`config.mk`:
```
export PLATFORM = sky130hd
export DESIGN_NAME = mux_16x1_rr
export DESIGN_NICKNAME = d
export VERILOG_FILES = /design/src/rtl/mux_16x1_pkg.sv /design/src/rtl/mux_16x1_rr_arbiter.sv /design/src/rtl/mux_16x1_rr.sv
export SDC_FILE = /design/constraint.sdc
export NUM_CORES = 1
export LEC_CHECK = 0
export ABC_AREA = 1
export BUFFER_PORTS_ARGS = -buffer_cell sky130_fd_sc_hd__buf_2
export CAP_MARGIN = 20
export CORE_MARGIN = 8
export CORE_UTILIZATION = 50
export DETAILED_ROUTE_END_ITERATION = 6
export GPL_TIMING_DRIVEN = 0
export PLACE_DENSITY_LB_ADDON = 0.3
export SLEW_MARGIN = 20
export SYNTH_ARGS = -nofsm -noshare
export SYNTH_HDL_FRONTEND = slang
export SYNTH_SLANG_ARGS = --single-unit
```
`constraint.sdc`:
```
create_clock -name clk -period 4.2 [get_ports clk]
set_input_delay 0.42 -clock clk [delete_from_list [all_inputs] [get_ports clk]]
set_output_delay 0.42 -clock clk [all_outputs]
set_load 0.05 [all_outputs]
```
`src/rtl/mux_16x1_pkg.sv`:
```
// Shared constants and FSM state type for the 16:1 round-robin collector.
package mux_16x1_pkg;
  localparam int CH_NUM     = 16;
  localparam int SEL_W      = 4;
  localparam int DATA_W_DEF = 8;

  typedef enum logic {
    EMPTY = 1'b0,
    FULL  = 1'b1
  } state_t;
endpackage

```
`src/rtl/mux_16x1_rr_arbiter.sv`:
```
// Combinational rotating-priority arbiter: first requester at or above ptr, wrapping 15 to 0.
module rr_arbiter_16
  import mux_16x1_pkg::*;
(
  input  logic [CH_NUM-1:0] req,
  input  logic [SEL_W-1:0]  ptr,
  output logic              gnt_vld,
  output logic [SEL_W-1:0]  gnt_idx,
  output logic [CH_NUM-1:0] gnt_onehot
);

  logic [SEL_W-1:0] idx;

  always_comb begin
    gnt_vld = 1'b0;
    gnt_idx = '0;
    idx     = '0;
    for (int k = 0; k < CH_NUM; k++) begin
      // 4-bit addition wraps the scan naturally past channel 15
      idx = ptr + SEL_W'(k);
      if (!gnt_vld && req[idx]) begin
        gnt_vld = 1'b1;
        gnt_idx = idx;
      end
    end
  end

  always_comb begin
    gnt_onehot = '0;
    if (gnt_vld)
      gnt_onehot[gnt_idx] = 1'b1;
  end

endmodule

```
`src/rtl/mux_16x1_rr.sv`:
```
// Sixteen-channel valid/ready round-robin collector with a one-deep tagged output register.
module mux_16x1_rr
  import mux_16x1_pkg::*;
#(
  parameter int DATA_W = DATA_W_DEF
) (
  input  logic                     clk,
  input  logic                     rst_n,
  input  logic [CH_NUM-1:0]        in_valid,
  input  logic [CH_NUM*DATA_W-1:0] in_data,
  output logic [CH_NUM-1:0]        in_ready,
  output logic                     out_valid,
  output logic [DATA_W-1:0]        out_data,
  output logic [SEL_W-1:0]         out_select,
  input  logic                     out_ready
);

  state_t              state;
  logic [SEL_W-1:0]    ptr;
  logic [DATA_W-1:0]   data_p0;
  logic [SEL_W-1:0]    sel_p0;

  logic                gnt_vld;
  logic [SEL_W-1:0]    gnt_idx;
  logic [CH_NUM-1:0]   gnt_onehot;
  logic                load;
  logic                xfer;

  rr_arbiter_16 u_arb (
    .req        (in_valid),
    .ptr        (ptr),
    .gnt_vld    (gnt_vld),
    .gnt_idx    (gnt_idx),
    .gnt_onehot (gnt_onehot)
  );

  // rst_n gates in_ready so no requester sees a handshake while reset is held
  assign load     = (state == EMPTY) || out_ready;
  assign in_ready = gnt_onehot & {CH_NUM{load & rst_n}};
  assign xfer     = gnt_vld & load;

  // Stage p0: output register, FSM and round-robin pointer
  always_ff @(posedge clk or negedge rst_n) begin
    if (!rst_n) begin
      state   <= EMPTY;
      ptr     <= '0;
      data_p0 <= '0;
      sel_p0  <= '0;
    end else if (xfer) begin
      state   <= FULL;
      ptr     <= gnt_idx + SEL_W'(1);
      data_p0 <= in_data[gnt_idx*DATA_W +: DATA_W];
      sel_p0  <= gnt_idx;
    end else if (state == FULL && out_ready) begin
      state   <= EMPTY;
    end
  end

  assign out_valid  = (state == FULL);
  assign out_data   = data_p0;
  assign out_select = sel_p0;

endmodule

```
Word-level counts from Yosys, hierarchy flattened
Cells that the tools add are included.
- register bits after elaboration: 17
- bits of input ports: 147
- output and inout bits: 29
- add/subtract/negate cells: 16
- magnitude comparators: 18
- shift operators: 1
- multiplexer cells: 69
- bitwise operators: 4
- reduce and logical (&&, ||, !) cells: 34
- operator list (cell ; number):
    128-bit by 8-bit variable part select with 8-bit output ; 1
    4-bit by 5-bit < comparator with 1-bit output, second input constant ; 17
    1-bit binary-select mux with 4-bit select ; 16
    4-bit two-way mux ; 16
    1-bit two-way mux ; 35
    4-bit adder, second input constant ; 8
    1-bit logical AND ; 17
    4-bit by 3-bit adder with 4-bit output, second input constant ; 4
    16-bit AND ; 1
    16-bit two-way mux ; 1
    1-bit zero test ; 15
    4-bit by 1-bit adder with 4-bit output, second input constant ; 2
    4-bit by 2-bit adder with 4-bit output, second input constant ; 2
    1-bit demux with 4-bit select ; 1
    4-bit by 1-bit >= comparator with 1-bit output, second input constant ; 1
    1-bit AND ; 2
    2-bit nonzero test ; 1
    1-bit logical OR ; 1
    1-bit NOT ; 1

Longest topological paths before layout
Gate-level depths: netlist (run 1).
- depth in word-level cells: 54
- depth in mapped cells: 32
- depth with buffers taken out: 29

Hierarchy
A second synthesis (run 1) with hierarchy kept.
- cells, all modules: 813
- area, all modules: 4068.9 µm²
- by module, submodules not included (module ; times used ; cells each ; area each (µm²) ; seq. area each (µm²)):
    mux_16x1_rr ; 1 ; 428 ; 2122.0 ; 425.4
    rr_arbiter_16 ; 1 ; 385 ; 1946.9 ; 0.0

Worst setup path before layout (run 1)
OpenSTA, ideal clock, no wires.
- kind: flip-flop to output port
- start point: reg ptr[1]
- end point: out in_ready[11]
- arrival time: 3.890 ns
- required time: 3.780 ns
- setup slack: -0.110 ns
- stages on the path, launching flop included: 27
- cell sequence: dfrtp_1 inv_1 buf_2 ha_1 inv_1 buf_2 nand3_1 nand3_1 nand2_1 nand2_1 nand2_2 nor2_2 nand4_2 nor2_2 nand4_2 nor2_4 nand4_2 nor2_1 nor2_1 nand3_2 nand2_2 inv_2 buf_2 nand2_1 inv_1 nand2_1 nor2_1
- longest elaborated chain between the ends: 54
- ends and longest elaborated chain (item ; line ; source):
    start, declared ; mux_16x1_rr.sv:19 ; logic [SEL_W-1:0] ptr;
    start signal, assigned ; mux_16x1_rr.sv:51 ; ptr <= gnt_idx + SEL_W'(1);
    branches (longest 52 deep; another with 4-bit by 1-bit adder with 4-bit output) ; -- ;
    16-bit two-way mux (*) ; mux_16x1_rr_arbiter.sv:30 ; if (gnt_vld)
    16-bit AND (*) ; mux_16x1_rr.sv:39 ; assign in_ready = gnt_onehot & {CH_NUM{load & rst_n}};
    end, declared ; mux_16x1_rr.sv:11 ; output logic [CH_NUM-1:0] in_ready,
Mark *: on every way between the ends. The select of a mux whose other input is x is not followed.

Worst setup path after layout (run 1)
- start point: reg ptr[1]
- end point: out in_ready[2]
The elaborated chain is that of the path after synthesis.

==> results of run 1 <==
routing by layer:
metal / vias up / track usage
li1: 3043 / -
met1: 3041 / 0.348
met2: 689 / 0.473
met3: 228 / 0.0665
met4: 0 / 0.0844
met5: - / 0
cell families (layout without fill, tap and decap cells):
logic type,count (synthesis),count (layout),share of synthesized area
buffers and inverters,85,309,0.0983
DFF,17,17,0.105
xor gates and xnor gates,9,9,0.0250
AOI/OAI and AO/OA,21,21,0.0318
and+or+nand+nor,679,679,0.718
other,0,1,0
adders and majority gates,7,7,0.0216
worst max-delay path by stage:
stage	endpoint	slack [ns]	depth (start not counted)
finish	in_ready[2]	-0.28	25
global placement	in_ready[1]	-0.68	27
global route	in_ready[2]	-0.42	24
CTS	in_ready[15]	-0.006	24
floorplan	in_ready[11]	-0.11	26
detailed placement	in_ready[1]	-0.70	27
final cells by class:
cell class / instances / area [sq um] / share of cell area
Sequential cell: 17 / 429 / 0.0665
Timing Repair Buffer: 222 / 1370 / 0.212
Inverter: 48 / 214 / 0.0332
Buffer: 35 / 267 / 0.0413
Tap cell: 105 / 131 / 0.0204
Multi-Input combinational cell: 716 / 4000 / 0.619
Clock buffer: 4 / 45.0 / 0.00698
Antenna cell: 1 / 2.50 / 0.000388
timing repair:
action,in CTS,in global routing
pin swaps,17,54
endpoints found under the setup margin,26,24
buffers inserted,21,26
resized for setup,88,164
critical path, cell delays in order (launching register included):
cell,delay [ns]
dfrtp_2,0.47
buf_6,0.17
ha_4,0.20
xor2_4,0.34
nand3_2,0.14
nand2_2,0.11
nand2_2,0.07
nand2_4,0.08
nor2_4,0.05
nand2_2,0.08
inv_2,0.05
nand3_1,0.08
nand4_1,0.13
nor2_1,0.12
nand2_1,0.07
nor2_1,0.09
nand3_1,0.08
nor2_1,0.12
nand3_1,0.10
nor2_2,0.18
nand3b_1,0.14
buf_4,0.17
nor2_4,0.14
clkinvlp_4,0.24
nor2_4,0.21
buf_8,0.16
state kept, by name (all words and copies together) (netlist names):
name	flops
out_data	8
out_select	4
ptr	4
out_valid	1
Yosys cell counts, types with 2 or more instances:
cell type / number / area share
ha_1: 7 / 0.022
dfrtp_1: 17 / 0.11
nor2_2: 6 / 0.0093
inv_2: 12 / 0.011
nor2_4: 2 / 0.0056
o21a_1: 3 / 0.0056
nand3_1: 144 / 0.18
nand4_2: 5 / 0.015
nand3b_1: 2 / 0.0037
buf_6: 3 / 0.0083
xor2_2: 2 / 0.0080
inv_1: 35 / 0.032
nand2_1: 407 / 0.38
o21ai_0: 6 / 0.0074
nand2_2: 3 / 0.0046
nor3_1: 8 / 0.0099
buf_2: 21 / 0.026
nand4_1: 3 / 0.0046
buf_4: 8 / 0.015
nand3_2: 7 / 0.017
clkbuf_1: 5 / 0.0046
xnor2_1: 2 / 0.0043
xor2_1: 4 / 0.0087
o21ai_1: 7 / 0.0087
nor2_1: 89 / 0.083
per-stage QoR:
stage               std cells  setup TNS [ns]  instance area [sq um]  hold slack [ns]  utilization
floorplan                 818          -0.870                   4070            0.124            -
global placement         1098          -10.99                   5070            0.359        0.633
detailed placement       1098          -11.12                   5070            0.362        0.633
CTS                      1122        -0.00699                   5580           0.0887        0.696
global route             1148           -6.11                   6450            0.109        0.806
finish                   1148           -3.00                   6450           0.0762        0.806
==> impl_metrics.py, run 1 <==
metrics = {
    "cts": {
        "worstSkewPairLatency_ns": 0.26,
        "cts.hold.buffers_added": 0,
        "clk_pin_slew_worst_paths_ns": 0.07,
        "htree_num_levels": 1,
        "cts.sinks": 17,
        "cts-root-buf": "clkbuf_8",
        "cts_buffer_depth": 2,
        "cts_buffers": 3,
        "cts_tree": "built",
    },
    "critical_path": {
        "r2r_slack_ns": -0.02,
        "path_max_fanout": 7,
        "critPathLaunch": "ptr[1]",
        "end_kind": "output port",
        "crit_path_start_kind": "flop",
        "critPathKind": "flop to output port",
        "r2r_end": "out_data[0]",
        "reg2reg_depth": 27,
        "crit_arrival_ns": 4.06,
        "required_ns": 3.78,
        "r2r_start": "ptr[2]",
    },
    "floorplan": {
        "die_h_um": 106,
        "initial_core_util": 0.505,
        "die_x_um": 106,
        "rows": 33,
        "fp.dieArea_sq_mm": 0.0112,
        "core_sq_mm": 0.00801,
        "pin_count": 176,
    },
    "logic_synthesis": {
        "ys.flop_type": "dfrtp_1",
        "ys_ff_latch": 17,
        "yosys_warnings": 0,
        "yosysSeqAreaShare": 0.105,
        "syn_inst": 818,
        "syn_area_per_cell_sq_um": 4.95,
        "netlist_area_sq_mm": 0.00405,
        "synth-edff-count": 0,
        "yosysUniqueCellTypes": 35,
        "async_flop_share": 1.00,
        "syn-num-nets": 972,
    },
    "sta": {
        "setup_viol": 17,
        "fin_crit_ns": 4.48,
        "slew_headroom": 0.655,
        "period_share": 1.07,
        "finalHoldViolCount": 0,
        "rsz0062_at_grt": "true",
        "fin_ws_ns": -0.282,
        "fin_skew_ns": 0.00315,
        "max_freq_mhz": 223,
        "worst_pin_slew_ns": 0.518,
        "finalMaxSlewViolations": 0,
    },
    "detailed_routing": {
        "vias_per_cell": 6.10,
        "finalWirelength_um": 22200,
        "first_iter_violations": 909,
        "drcViolationCount": 3,
        "drt-met1-wl_um": 7620,
        "first_pass_iters": 7,
        "top_layer": "met4",
        "routedWlPerCell_um": 19.4,
        "vias": 7001,
        "detail-route-antenna-nets": 0,
        "wl_met3_um": 3190,
        "dr_wl_met2_um": 9760,
    },
    "outcome": {
        "status": "finished with violations",
        "violations": "design-rule violations, negative setup slack",
    },
    "global_routing": {
        "first_global_vias": 5758,
        "antenna_found_initial": 1,
        "grt_max_degree": 20,
        "grt_pass1_wl_um": 26400,
        "grtUsageTotal": 0.281,
        "gr-total-overflow": 0,
    },
    "cells_and_area": {
        "final_nets": 1197,
        "nFillCells": 562,
        "area_growth_pct": 59.4,
        "drive_gt1_frac": 0.406,
        "final_common_cell": "nand2_1",
        "final_cell_mix": "381 x nand2_1, 170 x buf_2, 114 x nand3_1, 54 x buf_4, 52 x nor2_1",
    },
    "placed_design": {
        "gp_congestion": 0.952,
        "pre_cts_ws_ns": -0.700,
        "dp_hpwl_um": 13300,
        "port-buffer-count": 175,
    },
    "flow_run": {
        "cap_viol_max_count": 0,
    },
    "worst_hold_path": {
        "hp-class": "input port to async pin",
    },
}
Power of run 1 is left out: the tool's default activity adds up to more than one toggle a clock period on the data nets, which glitch-free logic cannot reach.
==> inputs of run 2 (changes only) <==
--- a/config.mk
+++ b/config.mk
@@ -16,4 +16,5 @@
 export SLEW_MARGIN = 20
 export SYNTH_ARGS = -nofsm -noshare
 export SYNTH_HDL_FRONTEND = slang
+export SYNTH_HIERARCHICAL = 1
 export SYNTH_SLANG_ARGS = --single-unit
==> run 2 against run 1 <==
Compared with the run above:
- the flow still finishes with violations (design-rule violations, negative setup slack)
- synthesized area up 0.53%
- critical path depth unchanged
- final cell count down 0.87%
- via count down 13%
- non-clock buffer count down 7
- count of clock-buffer cells in the layout down 1
- register-to-register slack better by 0.11 ns
- wire length down 21%
==> impl_metrics.py, run 2 <==
metrics = {
    "sta": {
        "slew_headroom": 0.602,
        "finalHoldViolCount": 0,
        "fin_ws_ns": -0.0973,
        "finalMaxSlewViolations": 0,
        "fin_crit_ns": 4.30,
        "period_share": 1.02,
        "worst_pin_slew_ns": 0.594,
        "fin_tns_setup_ns": -0.670,
        "fin_skew_ns": 0.00878,
        "setup_viol": 15,
        "hold_slack_ns": 0.0792,
        "max_freq_mhz": 233,
        "rsz0062_at_grt": "true",
    },
    "placed_design": {
        "gp_congestion": 0.939,
        "port-buffer-count": 175,
        "dp_hpwl_um": 12800,
        "numPlacedInstances": 1093,
    },
    "detailed_routing": {
        "detail-route-antenna-nets": 0,
        "vias_per_cell": 5.38,
        "first_iter_violations": 505,
        "vias": 6124,
        "drcViolationCount": 8,
        "routedWlPerCell_um": 15.4,
        "first_pass_iters": 7,
        "finalWirelength_um": 17500,
    },
    "outcome": {
        "status": "finished with violations",
        "violations": "design-rule violations, negative setup slack",
    },
    "worst_hold_path": {
        "hp-class": "input port to async pin",
    },
    "critical_path": {
        "crit_arrival_ns": 3.88,
        "critPathKind": "flop to output port",
        "crit_path_start_kind": "flop",
        "critPathLaunch": "ptr[1]",
        "path_max_fanout": 7,
        "r2r_start": "ptr[1]",
        "required_ns": 3.78,
        "end_kind": "output port",
    },
    "cells_and_area": {
        "multiInputGateArea_sq_mm": 0.00358,
        "final_common_cell": "nand2_1",
        "drive_gt1_frac": 0.354,
        "final_nets": 1189,
        "nFillCells": 687,
        "final_cell_mix": "360 x nand2_1, 166 x buf_2, 135 x nand3_1, 65 x inv_1, 52 x nor2_1",
        "area_growth_pct": 49.8,
        "n_antenna_cell": 0,
        "finalNonFillerCells": 1138,
        "ff_latch_area_sq_um": 428,
        "largest_register_ff_count": 8,
    },
    "global_routing": {
        "grt_max_degree": 19,
        "gr-total-overflow": 0,
        "grtUsageTotal": 0.262,
        "grt_util_met1": 0.280,
        "grt_pass1_wl_um": 24700,
        "gr-usage-met2": 0.483,
        "antenna_found_initial": 0,
        "grt_use_met3": 0.0617,
        "busiest_layer": "met2",
        "first_global_vias": 5524,
    },
    "cts": {
        "cts.hold.buffers_added": 0,
        "cts_tree": "built",
        "worstSkewPairLatency_ns": 0.25,
        "cts_buffer_depth": 2,
        "clk_pin_slew_worst_paths_ns": 0.07,
        "cts.sinks": 17,
        "cts_buffers": 3,
        "htree_num_levels": 1,
        "cts-root-buf": "clkbuf_8",
    },
    "floorplan": {
        "initial_core_util": 0.505,
        "core_sq_mm": 0.00805,
        "die_x_um": 106,
        "pin_count": 176,
        "die_h_um": 106,
        "rows": 33,
        "fp.dieArea_sq_mm": 0.0113,
    },
    "logic_synthesis": {
        "syn_inst": 813,
        "ys.flop_type": "dfrtp_1",
        "async_flop_share": 1.00,
        "synthTopCellsByArea": "nand2_1 34%, nand3_1 19%, dfrtp_1 10%, nor2_1 7.4%, inv_1 6.5%",
        "syn-num-nets": 968,
        "yosysSeqAreaShare": 0.105,
        "yosysMostFrequentCell": "nand2_1",
        "yosysUniqueCellTypes": 36,
        "synth-edff-count": 0,
        "syn_area_per_cell_sq_um": 5.00,
        "yosys.area.top_type_share": 0.338,
        "ys_ff_latch": 17,
        "synth_commonest_cells": "366 x nand2_1, 152 x nand3_1, 80 x nor2_1",
        "yosys_warnings": 6,
        "yosys.area.top_type": "nand2_1",
        "netlist_area_sq_mm": 0.00407,
    },
    "flow_run": {
        "cap_viol_max_count": 0,
    },
}
-- run 2: cell count changes in the layout (fill, tap and decap cells not counted), sizes merged, moves of 2 or more --
cell      delta
nor3         -5
nand2       -31
or2          +3
clkinvlp     -2
clkinv       +4
nand4        +6
buf         -10
clkbuf       +2
nor2         -9
inv         +32
nand3        +2
-- run 2: layout make-up --
type                    count  area share
clock inverters             1    0.000821
plain buffers              34      0.0456
flip-flops and latches     17      0.0702
repair buffers            216       0.215
well taps                 105      0.0216
multi-input cells         681       0.588
clock buffers               3     0.00677
inverters                  81      0.0521
-- run 2: worst paths after layout --
check	end	slack [ns]	cells after the start
min in group clk	out_valid	0.48	4
worst max-delay path	in_ready[3]	-0.1	25
worst min register to register	out_select[0]	0.48	2
worst max register to register	out_data[2]	0.09	29
max in group asynchronous	ptr[1]	3.83	1
worst min-delay path	out_data[4]	0.08	1
-- run 2: repair_timing --
| item | 4_1_cts | 5_1_grt |
|---|---|---|
| pin swaps | 7 | 38 |
| endpoints found under the hold margin | 0 | 0 |
| endpoints found under the setup margin | 27 | 26 |
| gates resized for setup | 43 | 123 |
| buffers inserted | 8 | 32 |
| gates cloned | 0 | 1 |
-- run 2: layer usage --
layer | wire length [um] | share of wire
met1 | 6360 | 0.36
met2 | 8780 | 0.50
met3 | 1600 | 0.091
met4 | 807 | 0.046
met5 | 0 | 0
-- run 2: critical path, stage by stage, from the launching register on --
cell      delay (ns)
dfrtp_2         0.41
inv_4           0.07
buf_12          0.14
ha_4            0.31
inv_4           0.06
buf_8           0.13
nand3_1         0.15
nand3_2         0.15
nand3_2         0.12
nand2_2         0.10
buf_4           0.15
nand4_4         0.09
nor2_4          0.06
nand3b_1        0.17
or2_4           0.14
nand3_1         0.08
nor2_2          0.12
nand3_2         0.11
nor2_4          0.18
nand3_2         0.12
nor2_4          0.15
nand2_2         0.10
nor2_1          0.12
inv_1           0.07
nor2_2          0.11
buf_6           0.18
-- run 2: per-stage QoR --
step / setup slack, ns / util / cell area, sq um
floorplan: 0.0296 / - / 4070
global placement: -0.379 / 0.630 / 5080
detailed placement: -0.389 / 0.630 / 5080
CTS: 0.0171 / 0.662 / 5330
global route: -0.235 / 0.757 / 6090
finish: -0.0973 / 0.757 / 6090
-- run 2: logic make-up (layout without fill, tap and decap cells) --
logic type                 count (synthesis)  count (layout)  share of synthesized area
adders and majority gates                  8               8                     0.0246
AOI/OAI and AO/OA                         19              19                     0.0292
and+or+nand+nor                          644             644                      0.690
xor gates and xnor gates                  10              10                     0.0252
buffers and inverters                    115             335                      0.126
DFF                                       17              17                      0.105
Power of run 2 is left out for the same reason.
==> inputs of run 3 (changes only) <==
--- a/config.mk
+++ b/config.mk
@@ -13,6 +13,7 @@
 export DETAILED_ROUTE_END_ITERATION = 6
 export GPL_TIMING_DRIVEN = 0
 export PLACE_DENSITY_LB_ADDON = 0.3
+export RECOVER_POWER = 100
 export SLEW_MARGIN = 20
 export SYNTH_ARGS = -nofsm -noshare
 export SYNTH_HDL_FRONTEND = slang
==> run 3 against run 2 <==
Compared with the run above:
- the run ends with negative setup slack left
- utilization is 0.20 points lower
- clock skew decreased by 0.0014 ns
- global-route usage did not move
- non-clock buffer count did not move
- die area unchanged
==> impl_metrics.py, run 3 (synthesis gave the netlist of run 2 again) <==
metrics = {
    "global_routing": {
        "antenna_found_initial": 0,
        "grtUsageTotal": 0.262,
        "gr-total-overflow": 0,
        "grt_pass1_wl_um": 24700,
        "first_global_vias": 5524,
        "grt_max_degree": 19,
    },
    "placed_design": {
        "port-buffer-count": 175,
        "dp_hpwl_um": 12800,
        "pre_cts_ws_ns": -0.389,
        "gp_congestion": 0.939,
    },
    "floorplan": {
        "die_h_um": 106,
        "pin_count": 176,
        "fp.dieArea_sq_mm": 0.0113,
        "rows": 33,
        "core_sq_mm": 0.00805,
        "die_x_um": 106,
        "initial_core_util": 0.505,
    },
    "cells_and_area": {
        "area_growth_pct": 49.4,
        "final_nets": 1189,
        "n_antenna_cell": 0,
        "largest_register_ff_count": 8,
        "multiInputGateArea_sq_mm": 0.00358,
        "final_cell_mix": "360 x nand2_1, 153 x buf_2, 135 x nand3_1, 65 x inv_1, 52 x nor2_1",
        "final_common_cell": "nand2_1",
        "nFillCells": 696,
        "drive_gt1_frac": 0.342,
        "ff_latch_area_sq_um": 428,
    },
    "sta": {
        "worst_pin_slew_ns": 0.700,
        "rsz0062_at_grt": "true",
        "hold_slack_ns": 0.0816,
        "finalMaxSlewViolations": 0,
        "max_freq_mhz": 232,
        "slew_headroom": 0.535,
        "fin_crit_ns": 4.30,
        "period_share": 1.02,
        "setup_viol": 15,
        "fin_ws_ns": -0.104,
        "fin_skew_ns": 0.00735,
        "finalHoldViolCount": 0,
    },
    "detailed_routing": {
        "finalWirelength_um": 17500,
        "detail-route-antenna-nets": 0,
        "drcViolationCount": 0,
        "vias_per_cell": 5.42,
        "first_pass_iters": 6,
        "first_iter_violations": 408,
        "routedWlPerCell_um": 15.4,
        "vias": 6172,
    },
    "cts": {
        "cts-root-buf": "clkbuf_8",
        "cts_buffers": 3,
        "cts_tree": "built",
        "worstSkewPairLatency_ns": 0.25,
        "htree_num_levels": 1,
        "cts_buffer_depth": 2,
        "cts.sinks": 17,
        "clk_pin_slew_worst_paths_ns": 0.07,
    },
    "critical_path": {
        "r2r_end": "out_data[2]",
        "r2r_start": "ptr[1]",
        "critPathKind": "flop to output port",
        "crit_arrival_ns": 3.88,
        "required_ns": 3.78,
        "reg2reg_depth": 29,
        "r2r_slack_ns": 0.11,
        "end_kind": "output port",
        "crit_path_start_kind": "flop",
        "path_max_fanout": 7,
    },
    "flow_run": {
        "cap_viol_max_count": 0,
    },
    "outcome": {
        "status": "finished with violations",
        "violations": "negative setup slack",
    },
    "worst_hold_path": {
        "hp-class": "input port to async pin",
    },
}
[run 3: changes by cell type in the layout (fill, tap and decap cells not counted)]
cell / before / now
buf_2: 166 / 153
clkbuf_1: 4 / 17
[run 3: worst max-delay path, cell delays in order, from the launching register on]
cell	delay [ns]
dfrtp_2	0.42
inv_4	0.07
buf_12	0.14
ha_4	0.31
inv_4	0.05
buf_8	0.13
nand3_1	0.16
nand3_2	0.16
nand3_2	0.12
nand2_2	0.10
buf_4	0.15
nand4_4	0.09
nor2_4	0.06
nand3b_1	0.17
or2_4	0.14
nand3_1	0.08
nor2_2	0.12
nand3_2	0.11
nor2_4	0.18
nand3_2	0.12
nor2_4	0.16
nand2_2	0.10
nor2_1	0.12
inv_1	0.07
nor2_2	0.11
buf_6	0.18
[run 3: layer usage]
| metal | global-route usage | share of wire | vias to the layer above |
|---|---|---|---|
| li1 | - | - | 2999 |
| met1 | 0.280 | 0.36 | 2705 |
| met2 | 0.483 | 0.49 | 376 |
| met3 | 0.0617 | 0.094 | 92 |
| met4 | 0.110 | 0.051 | 0 |
| met5 | 0 | 0 | - |
[run 3: area by class of cell]
cell class	instances	area share
buffer	34	0.0457
clock buffer	3	0.00679
clock inverter	1	0.000823
inverter	81	0.0523
multi-input combinational	681	0.589
sequential	17	0.0704
tap	105	0.0216
timing repair buffer	216	0.213
[run 3: worst max-delay path by stage]
stage | endpoint | cells after the start | startpoint | slack, ns
floorplan | in_ready[1] | 25 | ptr[1] | 0.03
global placement | in_ready[13] | 26 | ptr[1] | -0.38
detailed placement | in_ready[13] | 26 | ptr[1] | -0.39
CTS | in_ready[0] | 24 | ptr[0] | 0.02
global route | in_ready[14] | 24 | ptr[1] | -0.24
finish | in_ready[3] | 25 | ptr[1] | -0.10
[run 3: metrics by stage]
step           std cells  TNS [ns]  cell area, sq um   util
5_1_grt             1138     -3.63              6080  0.755
6_report            1138    -0.709              6080  0.755
2_1_floorplan        813         0              4070      -
3_5_place_dp        1093     -8.33              5080  0.630
4_1_cts             1105         0              5330  0.662
3_3_place_gp        1093     -7.95              5080  0.630
[run 3: what timing repair did]
action                                  4_1_cts  5_1_grt
hold buffers                                  0        0
gates resized for setup                      43      123
cloned                                        0        1
setup buffers                                 8       32
endpoints found under the setup margin       27       26
pin swaps                                     7       38
Power of run 3 is left out for the same reason.
